### src/rtl/accel_csr_regfile.sv
// CSR register file between the AXI4-Lite CSR slave and the accelerator core.
// Optional cycle counter enabled by defining ACCEL_CSR_PERF_CNT_EN.
module accel_csr_regfile #(
  parameter int          ADDR_WIDTH = 8,
  parameter int          DATA_WIDTH = 32,
  parameter int          LEN_WIDTH  = 16,
  parameter int          CNT_WIDTH  = 32,
  parameter logic [31:0] BLOCK_ID   = 32'hACC0_0001
) (
  input  logic                  clk,
  input  logic                  rst_n,
  input  logic                  csr_wen,
  input  logic                  csr_ren,
  input  logic [ADDR_WIDTH-1:0] csr_addr,
  input  logic [DATA_WIDTH-1:0] csr_wdata,
  output logic [DATA_WIDTH-1:0] csr_rdata,
  output logic                  start_o,
  output logic                  abort_o,
  output logic [31:0]           cfg_src_o,
  output logic [31:0]           cfg_dst_o,
  output logic [LEN_WIDTH-1:0]  cfg_len_o,
  input  logic                  core_done_i,
  input  logic                  core_err_i,
  output logic                  irq_o
);

  localparam logic [ADDR_WIDTH-1:0] A_CTRL   = ADDR_WIDTH'(8'h00);
  localparam logic [ADDR_WIDTH-1:0] A_STATUS = ADDR_WIDTH'(8'h04);
  localparam logic [ADDR_WIDTH-1:0] A_SRC    = ADDR_WIDTH'(8'h08);
  localparam logic [ADDR_WIDTH-1:0] A_DST    = ADDR_WIDTH'(8'h0C);
  localparam logic [ADDR_WIDTH-1:0] A_LEN    = ADDR_WIDTH'(8'h10);
  localparam logic [ADDR_WIDTH-1:0] A_CYCLES = ADDR_WIDTH'(8'h14);
  localparam logic [ADDR_WIDTH-1:0] A_ID     = ADDR_WIDTH'(8'h18);

  logic [ADDR_WIDTH-1:0] word_addr;
  logic                  irq_en;
  logic                  busy;
  logic                  done;
  logic                  err;
  logic [31:0]           src_q;
  logic [31:0]           dst_q;
  logic [LEN_WIDTH-1:0]  len_q;
  logic [DATA_WIDTH-1:0] cycles_rd;

  logic wr_ctrl, wr_status, wr_cfg_ok;
  logic start_req, abort_req, start_acc, start_err;
  logic done_set, err_set, done_clr, err_clr;

  assign word_addr = {csr_addr[ADDR_WIDTH-1:2], 2'b00};

  assign wr_ctrl   = csr_wen && (word_addr == A_CTRL);
  assign wr_status = csr_wen && (word_addr == A_STATUS);
  // Job configuration is frozen while a job is running.
  assign wr_cfg_ok = csr_wen && !busy;

  assign start_req = wr_ctrl && csr_wdata[0];
  assign abort_req = wr_ctrl && csr_wdata[1];
  assign start_acc = start_req && !abort_req && !busy;
  assign start_err = start_req && !abort_req && busy;

  assign done_set = core_done_i && busy;
  assign err_set  = core_err_i || start_err;
  assign done_clr = wr_status && csr_wdata[1];
  assign err_clr  = wr_status && csr_wdata[2];

  always_ff @(posedge clk or negedge rst_n) begin
    if (!rst_n) begin
      irq_en  <= 1'b0;
      busy    <= 1'b0;
      done    <= 1'b0;
      err     <= 1'b0;
      start_o <= 1'b0;
      abort_o <= 1'b0;
      irq_o   <= 1'b0;
    end else begin
      start_o <= start_acc;
      abort_o <= abort_req;
      if (wr_ctrl) irq_en <= csr_wdata[2];

      if (abort_req || core_err_i)  busy <= 1'b0;
      else if (start_acc)           busy <= 1'b1;
      else if (done_set)            busy <= 1'b0;

      // Hardware set takes priority over a same-cycle W1C clear.
      done  <= done_set || (done && !done_clr);
      err   <= err_set  || (err && !err_clr);
      irq_o <= irq_en && (done || err);
    end
  end

  always_ff @(posedge clk or negedge rst_n) begin
    if (!rst_n) begin
      src_q <= '0;
      dst_q <= '0;
      len_q <= '0;
    end else if (wr_cfg_ok) begin
      if (word_addr == A_SRC) src_q <= csr_wdata[31:0];
      if (word_addr == A_DST) dst_q <= csr_wdata[31:0];
      if (word_addr == A_LEN) len_q <= csr_wdata[LEN_WIDTH-1:0];
    end
  end

`ifdef ACCEL_CSR_PERF_CNT_EN
  logic [CNT_WIDTH-1:0] cycles_q;

  always_ff @(posedge clk or negedge rst_n) begin
    if (!rst_n)                          cycles_q <= '0;
    else if (start_acc)                  cycles_q <= '0;
    else if (busy && (cycles_q != '1))   cycles_q <= cycles_q + 1'b1;
  end

  assign cycles_rd = DATA_WIDTH'(cycles_q);
`else
  assign cycles_rd = '0;
`endif

  assign cfg_src_o = src_q;
  assign cfg_dst_o = dst_q;
  assign cfg_len_o = len_q;

  // Zero-latency read mux; csr_ren is not needed since reads have no side effects.
  always_comb begin
    csr_rdata = '0;
    case (word_addr)
      A_CTRL:   csr_rdata = DATA_WIDTH'({irq_en, 2'b00});
      A_STATUS: csr_rdata = DATA_WIDTH'({err, done, busy});
      A_SRC:    csr_rdata = DATA_WIDTH'(src_q);
      A_DST:    csr_rdata = DATA_WIDTH'(dst_q);
      A_LEN:    csr_rdata = DATA_WIDTH'(len_q);
      A_CYCLES: csr_rdata = cycles_rd;
      A_ID:     csr_rdata = DATA_WIDTH'(BLOCK_ID);
      default:  csr_rdata = '0;
    endcase
  end

  logic unused_ren;
  assign unused_ren = csr_ren;

endmodule

### config.mk
export PLATFORM = sky130hd
export DESIGN_NAME = accel_csr_regfile
export DESIGN_NICKNAME = d
export VERILOG_FILES = /design/src/rtl/accel_csr_regfile.sv
export SDC_FILE = /design/constraint.sdc
export NUM_CORES = 1
export LEC_CHECK = 0
export CORE_ASPECT_RATIO = 0.75
export CORE_MARGIN = 4
export CORE_UTILIZATION = 52
export DETAILED_ROUTE_END_ITERATION = 8
export DONT_BUFFER_PORTS = 1
export GPL_TIMING_DRIVEN = 0
export PLACE_DENSITY = 0.75
export SYNTH_ARGS = -nofsm -noshare
export SYNTH_HDL_FRONTEND = slang
export SYNTH_SLANG_ARGS = --single-unit
### constraint.sdc
create_clock -name clk -period 3.7 [get_ports clk]
set_input_delay 0.555 -clock clk [delete_from_list [all_inputs] [get_ports clk]]
set_output_delay 0.555 -clock clk [all_outputs]
set_load 0.02 [all_outputs]
==> results of run 1 <==
-- registers in the layout, indices dropped and copies added (netlist names) --
signal     count
irq_o          1
abort_o        1
cfg_len_o     16
irq_en         1
busy           1
cfg_dst_o     32
start_o        1
cfg_src_o     32
err            1
done           1
-- metal layers --
| metal | global-route usage | vias to the layer above | share of wire |
|---|---|---|---|
| li1 | - | 1084 | - |
| met1 | 0.280 | 1316 | 0.41 |
| met2 | 0.336 | 127 | 0.47 |
| met3 | 0.0917 | 5 | 0.11 |
| met4 | 0.0528 | 0 | 0.0062 |
| met5 | 0 | - | 0 |
-- through the flow --
| stage | utilization | power, mW | hold WS [ps] | std cells | worst slack (ps) |
|---|---|---|---|---|---|
| final | 0.579 | 2.15 | 94.6 | 401 | 1000 |
| after global routing | 0.579 | 2.26 | 100 | 401 | 860 |
| after CTS | 0.579 | 2.17 | 112 | 401 | 969 |
| after detailed placement | 0.549 | 1.52 | 262 | 384 | 978 |
| after global placement | 0.549 | 1.50 | 262 | 384 | 1010 |
| after floorplan | - | 1.45 | 259 | 283 | 1360 |
-- cell usage in the layout, fill, tap and decap left out, types with 2 or more instances in the layout --
cell type,Yosys,routed
mux2i_1,2,2
nor2_1,10,10
o21ai_0,2,2
clkbuf_1,4,4
buf_4,3,3
dfrtp_1,87,87
a221o_1,13,13
and2_1,2,2
mux2_2,81,81
and3_1,16,16
clkbuf_8,0,10
nor2b_1,3,3
mux2_1,2,2
nand2_1,5,5
buf_2,10,10
a31oi_1,2,2
inv_6,0,3
inv_1,4,4
nand3_2,2,2
a22o_1,11,11
o2bb2ai_1,6,6
-- worst paths after layout --
path	cells after the start	end	startpoint	slack (ps)
max in group asynchronous	1	cfg_len_o[2]$_DFFE_PN0P_	rst_n	3250
min reg2reg	1	irq_o$_DFF_PN0_	err$_DFF_PN0_	540
max reg2reg	4	cfg_len_o[6]$_DFFE_PN0P_	busy$_DFFE_PN0P_	1850
min in group clk	1	err$_DFF_PN0_	core_err_i	320
min	1	cfg_len_o[10]$_DFFE_PN0P_	rst_n	90
max	5	csr_rdata[27]	csr_addr[5]	1000
-- worst max-delay path, stage by stage --
cell,delay [ps]
nor4b_4,520
and2_1,210
buf_2,260
buf_2,300
o2bb2ai_1,290
-- layout make-up --
cell class	instances	area share
sequential	87	0.513
multi-input combinational	174	0.381
clock buffer	10	0.0324
tap	101	0.0298
buffer	18	0.0215
clock inverter	6	0.0121
timing repair buffer	1	0.00649
inverter	4	0.00354
-- cell families after synthesis --
group,synth area share
muxes,0.245
DFF,0.558
AOI/OAI and AO/OA,0.0917
buffers and inverters,0.0273
and+or+nand+nor,0.0783
-- timing repair --
item | 4_1_cts | 5_1_grt
hold endpoints to repair | 87 | 0
hold buffers | 1 | 0
endpoints found under the setup margin | 0 | 0
-- power by group through the flow --
stage | sequential (mW) | clock [mW] | combinational [mW]
4_1_cts | 1.34 | 0.653 | 0.185
5_1_grt | 1.35 | 0.700 | 0.204
3_5_place_dp | 1.35 | 0 | 0.162
2_1_floorplan | 1.31 | 0 | 0.142
6_report | 1.33 | 0.636 | 0.181
3_3_place_gp | 1.35 | 0 | 0.154
==> metrics.txt, run 1 <==
Synth area leader dfrtp_1; Area after DPL 0.00403 mm^2; drt pass-1 iters 4; Sw Ratio 0.327; DRC Markers 0; Commonest cells post-synth 87 x dfrtp_1, 81 x mux2_2, 16 x and3_1; Hold WC Path Type input port to asynchronous set/reset pin; Critical Path RT about 3100 ps; Mapped Avg Cell Area roughly 14 um^2; top area cells in the synthesized netlist dfrtp_1 56%, mux2_2 23%, a221o_1 3.3%, and3_1 2.6%, a22o_1 2.5%; Multi-input gate area between 0.0015 and 0.002 mm^2; Max clock buf depth 2; Ys Warns 0; register area share after synthesis 0.558; Net Switching approximately 0.70 mW; Leak between 2 and 2.5 nW; Detail Route Antenna Nets 0; worst slew pin tran 551 ps; Post-synth EDFFs 0; skew final roughly 7.5 ps; vias per inst ~6.3; Nets 341; Netlist cell types 37; Yosys top cell area share 0.558; CTS Buf Count 9; #FFs+latches synth slightly below 90; layout cell share with drive strength beyond 1 0.387; sequential power share 0.620; Async SR Flop Fraction 1.00; Reg clk slew, reported paths around 90 ps; CTS root buf clkbuf_8; storage element area between 0.002 and 0.0025 mm^2; Worst slew margin 0.629; IO Port Bufs 0; Pint approximately 1.4 mW; CTS Sinks 87; startpoint types input port; final instance area 0.00424 mm^2; overflow left after global routing 0; hpwl dp about 6800 um; Boundary Pins ~160; min Tclk post-route roughly 2700 ps; post-synth net total ~330; post-cts sizing count 0; routed wire length around 9400 um; outcome finished, final reports clean; Placer Congestion 0.774; initial antenna violation count 0; endpoints failing setup 0; maxcap violations 0; Peak Freq 370 MHz; first-pass GRT wire length around 15000 um; CP endpoint kind primary output; count leader, synth dfrtp_1; core box area around 0.0073 mm^2; Mapped Area around 0.0039 mm^2; setup bufs post-CTS 0; chip height slightly above 80 um; gr usage total 0.216; clock power share 0.296; area delta synth->final 8.79%; initial DRC count between 100 and 150; setup tns final 0 ps; Worst VDD drop between 0.2 and 0.25 mV; Final Cycle Share 0.730; TritonCTS clock tree done; Fin. Hold Viols 0; vias in the first global route around 2700; fill count 651; Rows 27; Comb pwr share 0.084; die width about 110 um; die footprint about 0.0090 mm^2; via count around 2500; Synth Flop Type dfrtp_1; Worst-Skew Late Latency 350 ps; pwr/cell area ~510 mW/mm^2; CP Data Arrival Time approximately 2200 ps; Syn Inst Count approximately 280; largest net degree at the start of global routing a little under 90; unrepaired setup endpoints after global routing no; Routed WL per cell ~23 um; crit path kind input port to primary output; Initial Util 0.532; H-tree depth 3; Crit Path Max Fanout 10; Antenna diodes 0; final-report max-slew violation count 0
No activity file was read; power rests on OpenSTA's default activity.
==> run 2, diff against run 1 <==
==> constraint.sdc (replaced) <==
create_clock -name clk -period 2.5 [get_ports clk]
set_input_delay 0.375 -clock clk [delete_from_list [all_inputs] [get_ports clk]]
set_output_delay 0.375 -clock clk [all_outputs]
set_load 0.02 [all_outputs]
==> metrics.txt, run 2 (synthesized netlist as in run 1, its figures left out) <==
Worst slew margin 0.633 (+0.00348); Comb pwr share 0.085 (about the same); Antenna diodes 0 (unchanged); gr usage total 0.216 (+0.000330); overflow left after global routing 0 (unchanged); final-report max-slew violation count 0 (unchanged); Critical Path RT 2120 ps (-1020 ps); register-to-register setup slack 650 ps (-1200 ps); layout cell share with drive strength beyond 1 0.385 (-0.00128); crit path kind input port to primary output; Crit path max-delay family simple AND/OR/NAND/NOR gates; hold path start core_err_i; outcome finished, final reports clean; initial antenna violation count 0 (unchanged); Final Cycle Share 0.935; most common cell after layout, fill and taps aside dfrtp_1; Rows 27 (unchanged); Reg clk slew, reported paths 90 ps (about the same); CTS Sinks 87 (unchanged); Crit Path Max Fanout 10 (unchanged); DRC Markers 0 (unchanged); dpl cells 384 (unchanged); endpoints failing setup 0 (unchanged); Hold Path Depth 1; post-cts sizing count 0 (unchanged); CP endpoint kind primary output; most used cell, CP buf_2; vias in the first global route 2695 (+0.30%); hpwl dp 6800 um (unchanged); crit-path cells nor4b_4, and2_1, buf_2, buf_2, o2bb2ai_1; CP Depth 5 (unchanged); Net Switching 1.04 mW (+48%); sequential power share 0.620 (about the same); WP buf/inv 2 (unchanged); skew final 6.72 ps (-0.796 ps); H-tree depth 3 (unchanged); Hold WC Path Type input port to register; routed wire length 9410 um (about the same); CTS Buf Count 9 (unchanged); Nets 342 (+0.29%); Leak 2.09 nW (+0.20%); min Tclk post-route 2340 ps; Worst-Skew Late Latency 350 ps (about the same); Max clock buf depth 2 (unchanged); Detail Route Antenna Nets 0 (unchanged); WHS Endpoint err$_DFF_PN0_; clock power share 0.295 (about the same); Boundary Pins 161 (unchanged); IO Port Bufs 0 (unchanged); Worst VDD drop 0.351 mV (+48%); FF-to-FF Start busy$_DFFE_PN0P_; Sw Ratio 0.327 (about the same); initial DRC count 103 (unchanged); unrepaired setup endpoints after global routing no; Pwr Total 3.18 mW (+48%); Placer Congestion 0.774 (unchanged); startpoint types input port; drt pass-1 iters 4 (unchanged); TritonCTS clock tree done; CP Data Arrival Time 1960 ps (-190 ps); reg2reg path depth 4 (unchanged); die width 108 um (unchanged); Initial Util 0.532 (unchanged); Slowest-stage cell, CP nor4b_4; first-pass GRT wire length 15000 um (+0.19%); Fin. Hold Viols 0 (unchanged); vias per inst 6.28 (-0.60%); CTS root buf clkbuf_8; pwr/cell area 748 mW/mm^2 (+48%); Final Non-Filler Cells 402 (+0.25%); die footprint 0.00897 mm^2 (unchanged); largest stage delay on the critical path 510 ps (about the same); maxcap violations 0 (unchanged); via count 2523 (-0.36%); worst r2r dst cfg_len_o[6]$_DFFE_PN0P_; largest net degree at the start of global routing 88 (unchanged); setup tns final 0 ps (unchanged); commonest cells after routing, fill and taps aside 87 x dfrtp_1, 81 x mux2_2, 16 x and3_1, 13 x a221o_1, 11 x a22o_1; worst slew pin tran 546 ps (-5.17 ps); Pint 2.14 mW (+48%); core box area 0.00733 mm^2 (unchanged); Routed WL per cell 23.4 um (-0.26%); area delta synth->final 9.04%; Peak Freq between 400 and 500 MHz; chip height 83.0 um (unchanged)
-- run 2: changes by cell type in the layout (fill, tap and decap cells not counted), sizes merged --
cell	change
dlygate4sd3	+1
-- run 2: cell type report --
class,count,area [um^2]
Clock buffer,10,138
Sequential cell,87,2180
Multi-Input combinational cell,174,1620
Clock inverter,6,51.3
Inverter,4,15.0
Tap cell,101,126
Fill cell,650,3080
Timing Repair Buffer,2,37.5
Buffer,18,91.3
-- run 2: power by group through the flow --
stage	Clock (mW)	Sequential, mW	Combinational [mW]
global placement	0	2.00	0.227
global route	1.04	2.00	0.304
floorplan	0	1.94	0.210
CTS	0.967	1.98	0.276
detailed placement	0	2.00	0.240
finish	0.939	1.97	0.271
-- run 2: through the flow --
stage	cell area (um^2)	utilization	hold WS, ps	setup WS (ps)
6_report	4250	0.580	140	164
5_1_grt	4250	0.580	118	20.2
4_1_cts	4250	0.580	126	129
3_5_place_dp	4030	0.549	81.7	138
3_3_place_gp	4030	0.549	81.8	170
2_1_floorplan	3900	-	79.4	523
-- run 2: worst max-delay path by stage --
stage                            from             to  slack, ps
after global routing      csr_addr[5]  csr_rdata[30]         20
after CTS                 csr_addr[5]  csr_rdata[30]        130
after global placement    csr_addr[5]  csr_rdata[30]        170
after detailed placement  csr_addr[5]  csr_rdata[27]        140
final                     csr_addr[5]  csr_rdata[27]        160
after floorplan           csr_addr[4]   csr_rdata[1]        520
-- run 2: timing repair --
action | 4_1_cts | 5_1_grt
hold buffers | 2 | 0
setup buffers | 0 | 0
setup endpoints to repair | 0 | 0
endpoints found under the hold margin | 87 | 0
-- run 2: per-layer routing --
| layer | vias to the layer above | part of all wire | routed length [um] | GRT usage |
|---|---|---|---|---|
| met5 | - | 0 | 0 | 0 |
| li1 | 1087 | - | - | - |
| met2 | 123 | 0.48 | 4500 | 0.337 |
| met3 | 5 | 0.10 | 976 | 0.0909 |
| met1 | 1308 | 0.41 | 3880 | 0.280 |
| met4 | 0 | 0.0062 | 58 | 0.0528 |
==> run 3, diff against run 2 <==
--- a/config.mk
+++ b/config.mk
@@ -5,7 +5,7 @@
 export SDC_FILE = /design/constraint.sdc
 export NUM_CORES = 1
 export LEC_CHECK = 0
-export CORE_ASPECT_RATIO = 0.75
+export CORE_ASPECT_RATIO = 1.1
 export CORE_MARGIN = 4
 export CORE_UTILIZATION = 52
 export DETAILED_ROUTE_END_ITERATION = 8
==> metrics.txt, run 3 (synthesized netlist as in run 1, its figures left out) <==
outcome finished, final reports clean; post-cts sizing count 0 (unchanged); crit-path cells nor4b_4, and2_1, buf_2, buf_2, o2bb2ai_1; crit path kind input port to primary output; vias in the first global route 2667 (-1.0%); first-pass GRT wire length 14900 um (-0.74%); die footprint 0.00895 mm^2 (-0.14%); area delta synth->final 8.79%; Hold WC Path Type input port to register; Initial Util 0.544 (+0.0122); via count 2447 (-3.0%); layout cell share with drive strength beyond 1 0.382 (-0.00332); Max clock buf depth 2 (unchanged); initial antenna violation count 0 (unchanged); Worst-Skew Late Latency 340 ps (about the same); Reg clk slew, reported paths 80 ps (about the same); Crit Path Max Fanout 10 (unchanged); initial DRC count 112 (+8.7%); min Tclk post-route 2330 ps (-5.14 ps); Nets 342 (unchanged); Leak 2.09 nW (+0.18%); Peak Freq 429 MHz (+0.22%); Worst VDD drop 0.463 mV (+32%); WP buf/inv 2 (unchanged); Rows 32 (+19%); H-tree depth 3 (unchanged); Area after DPL 0.00401 mm^2 (-0.50%); CTS Buf Count 9 (unchanged); maxcap violations 0 (unchanged); die width 90.6 um (-16%); final-report max-slew violation count 0 (unchanged); DRC Markers 0 (unchanged); overflow left after global routing 0 (unchanged); core box area 0.00717 mm^2 (-2.2%); CP Data Arrival Time 1960 ps (about the same); chip height 98.8 um (+19%); storage element area 0.00218 mm^2 (unchanged); most common cell after layout, fill and taps aside dfrtp_1; startpoint types input port; Boundary Pins 161 (unchanged); routed wire length 9440 um (+0.29%); Detail Route Antenna Nets 0 (unchanged); fill count 596 (-8.3%); commonest cells after routing, fill and taps aside 87 x dfrtp_1, 81 x mux2_2, 16 x and3_1, 13 x a221o_1, 11 x a22o_1; hpwl dp 6790 um (-0.23%); endpoints failing setup 0 (unchanged); IO Port Bufs 0 (unchanged); Worst slew margin 0.635 (+0.00282); Multi-input gate area 0.00162 mm^2 (unchanged); Antenna diodes 0 (unchanged); largest stage delay on the critical path 530 ps (+20 ps); Fin. Hold Viols 0 (unchanged); drt pass-1 iters 4 (unchanged); CP endpoint kind primary output; largest net degree at the start of global routing 88 (unchanged); CTS root buf clkbuf_8; CTS Sinks 87 (unchanged); setup ws final 169 ps (+5.14 ps); Fin Hold WS 154 ps (+13.6 ps); worst slew pin tran 545 ps (-1.49 ps); Final Cycle Share 0.933 (-0.00206); Crit path max-delay family simple AND/OR/NAND/NOR gates; Placer Congestion 0.872 (+13%); unrepaired setup endpoints after global routing no; final instance area 0.00424 mm^2 (-0.24%); Place WS 167 ps (+29.3 ps); pwr/cell area 757 mW/mm^2 (+1.2%); gr usage total 0.213 (-0.00306); TritonCTS clock tree done; setup tns final 0 ps (unchanged); Critical Path RT 2120 ps (about the same); Slowest-stage cell, CP nor4b_4; skew final 6.32 ps (-0.394 ps); Routed WL per cell 24.4 um (+4.4%); vias per inst 6.34 (+1.0%); most used cell, CP buf_2
[run 3: cell types whose count changed in the layout (fill, tap and decap cells not counted), sizes merged]
cell,previous run,this run
inv,8,4
bufinv,0,1
clkinv,2,4
clkbuf,14,15
[run 3: timing repair]
action | 4_1_cts | 5_1_grt
setup buffers | 0 | 0
endpoints found under the setup margin | 0 | 0
hold buffers | 2 | 0
hold endpoints to repair | 87 | 0
[run 3: area by class of cell]
class	instances	area share
clock inverters	5	0.0136
plain buffers	18	0.0215
clock buffers	11	0.0333
multi-input cells	174	0.381
flip-flops and latches	87	0.513
well taps	85	0.0251
repair buffers	2	0.00884
inverters	4	0.00354
[run 3: worst paths after layout]
path                                  start                   endpoint  slack [ps]  cells past startpoint
setup / recovery                csr_addr[5]              csr_rdata[31]         170                      5
hold / removal                   core_err_i              err$_DFF_PN0_         150                      1
setup reg to reg           busy$_DFFE_PN0P_  cfg_len_o[12]$_DFFE_PN0P_         640                      4
hold reg to reg               err$_DFF_PN0_            irq_o$_DFF_PN0_         510                      1
max in group asynchronous             rst_n  cfg_dst_o[12]$_DFFE_PN0P_        1520                      2
min in group asynchronous             rst_n  cfg_len_o[10]$_DFFE_PN0P_         610                      2
[run 3: per-layer routing]
metal  vias to the layer above  track usage  part of all wire
li1                       1083            -                 -
met1                      1251        0.254              0.39
met2                       100        0.354              0.51
met3                        13       0.0794             0.087
met4                         0       0.0777             0.017
met5                         -            0                 0
[run 3: stage by stage]
stage / instances / power, mW / utilization
floorplan: 283 / 2.15 / -
global placement: 368 / 2.23 / 0.559
detailed placement: 368 / 2.25 / 0.559
CTS: 386 / 3.25 / 0.592
global route: 386 / 3.37 / 0.592
finish: 386 / 3.21 / 0.592
[run 3: report_power, final]
group	switching, mW	total, mW	internal [mW]
clock network	0.479	0.969	0.490
logic	0.116	0.271	0.156
registers	0.392	1.97	1.58
total	0.986	3.21	2.23
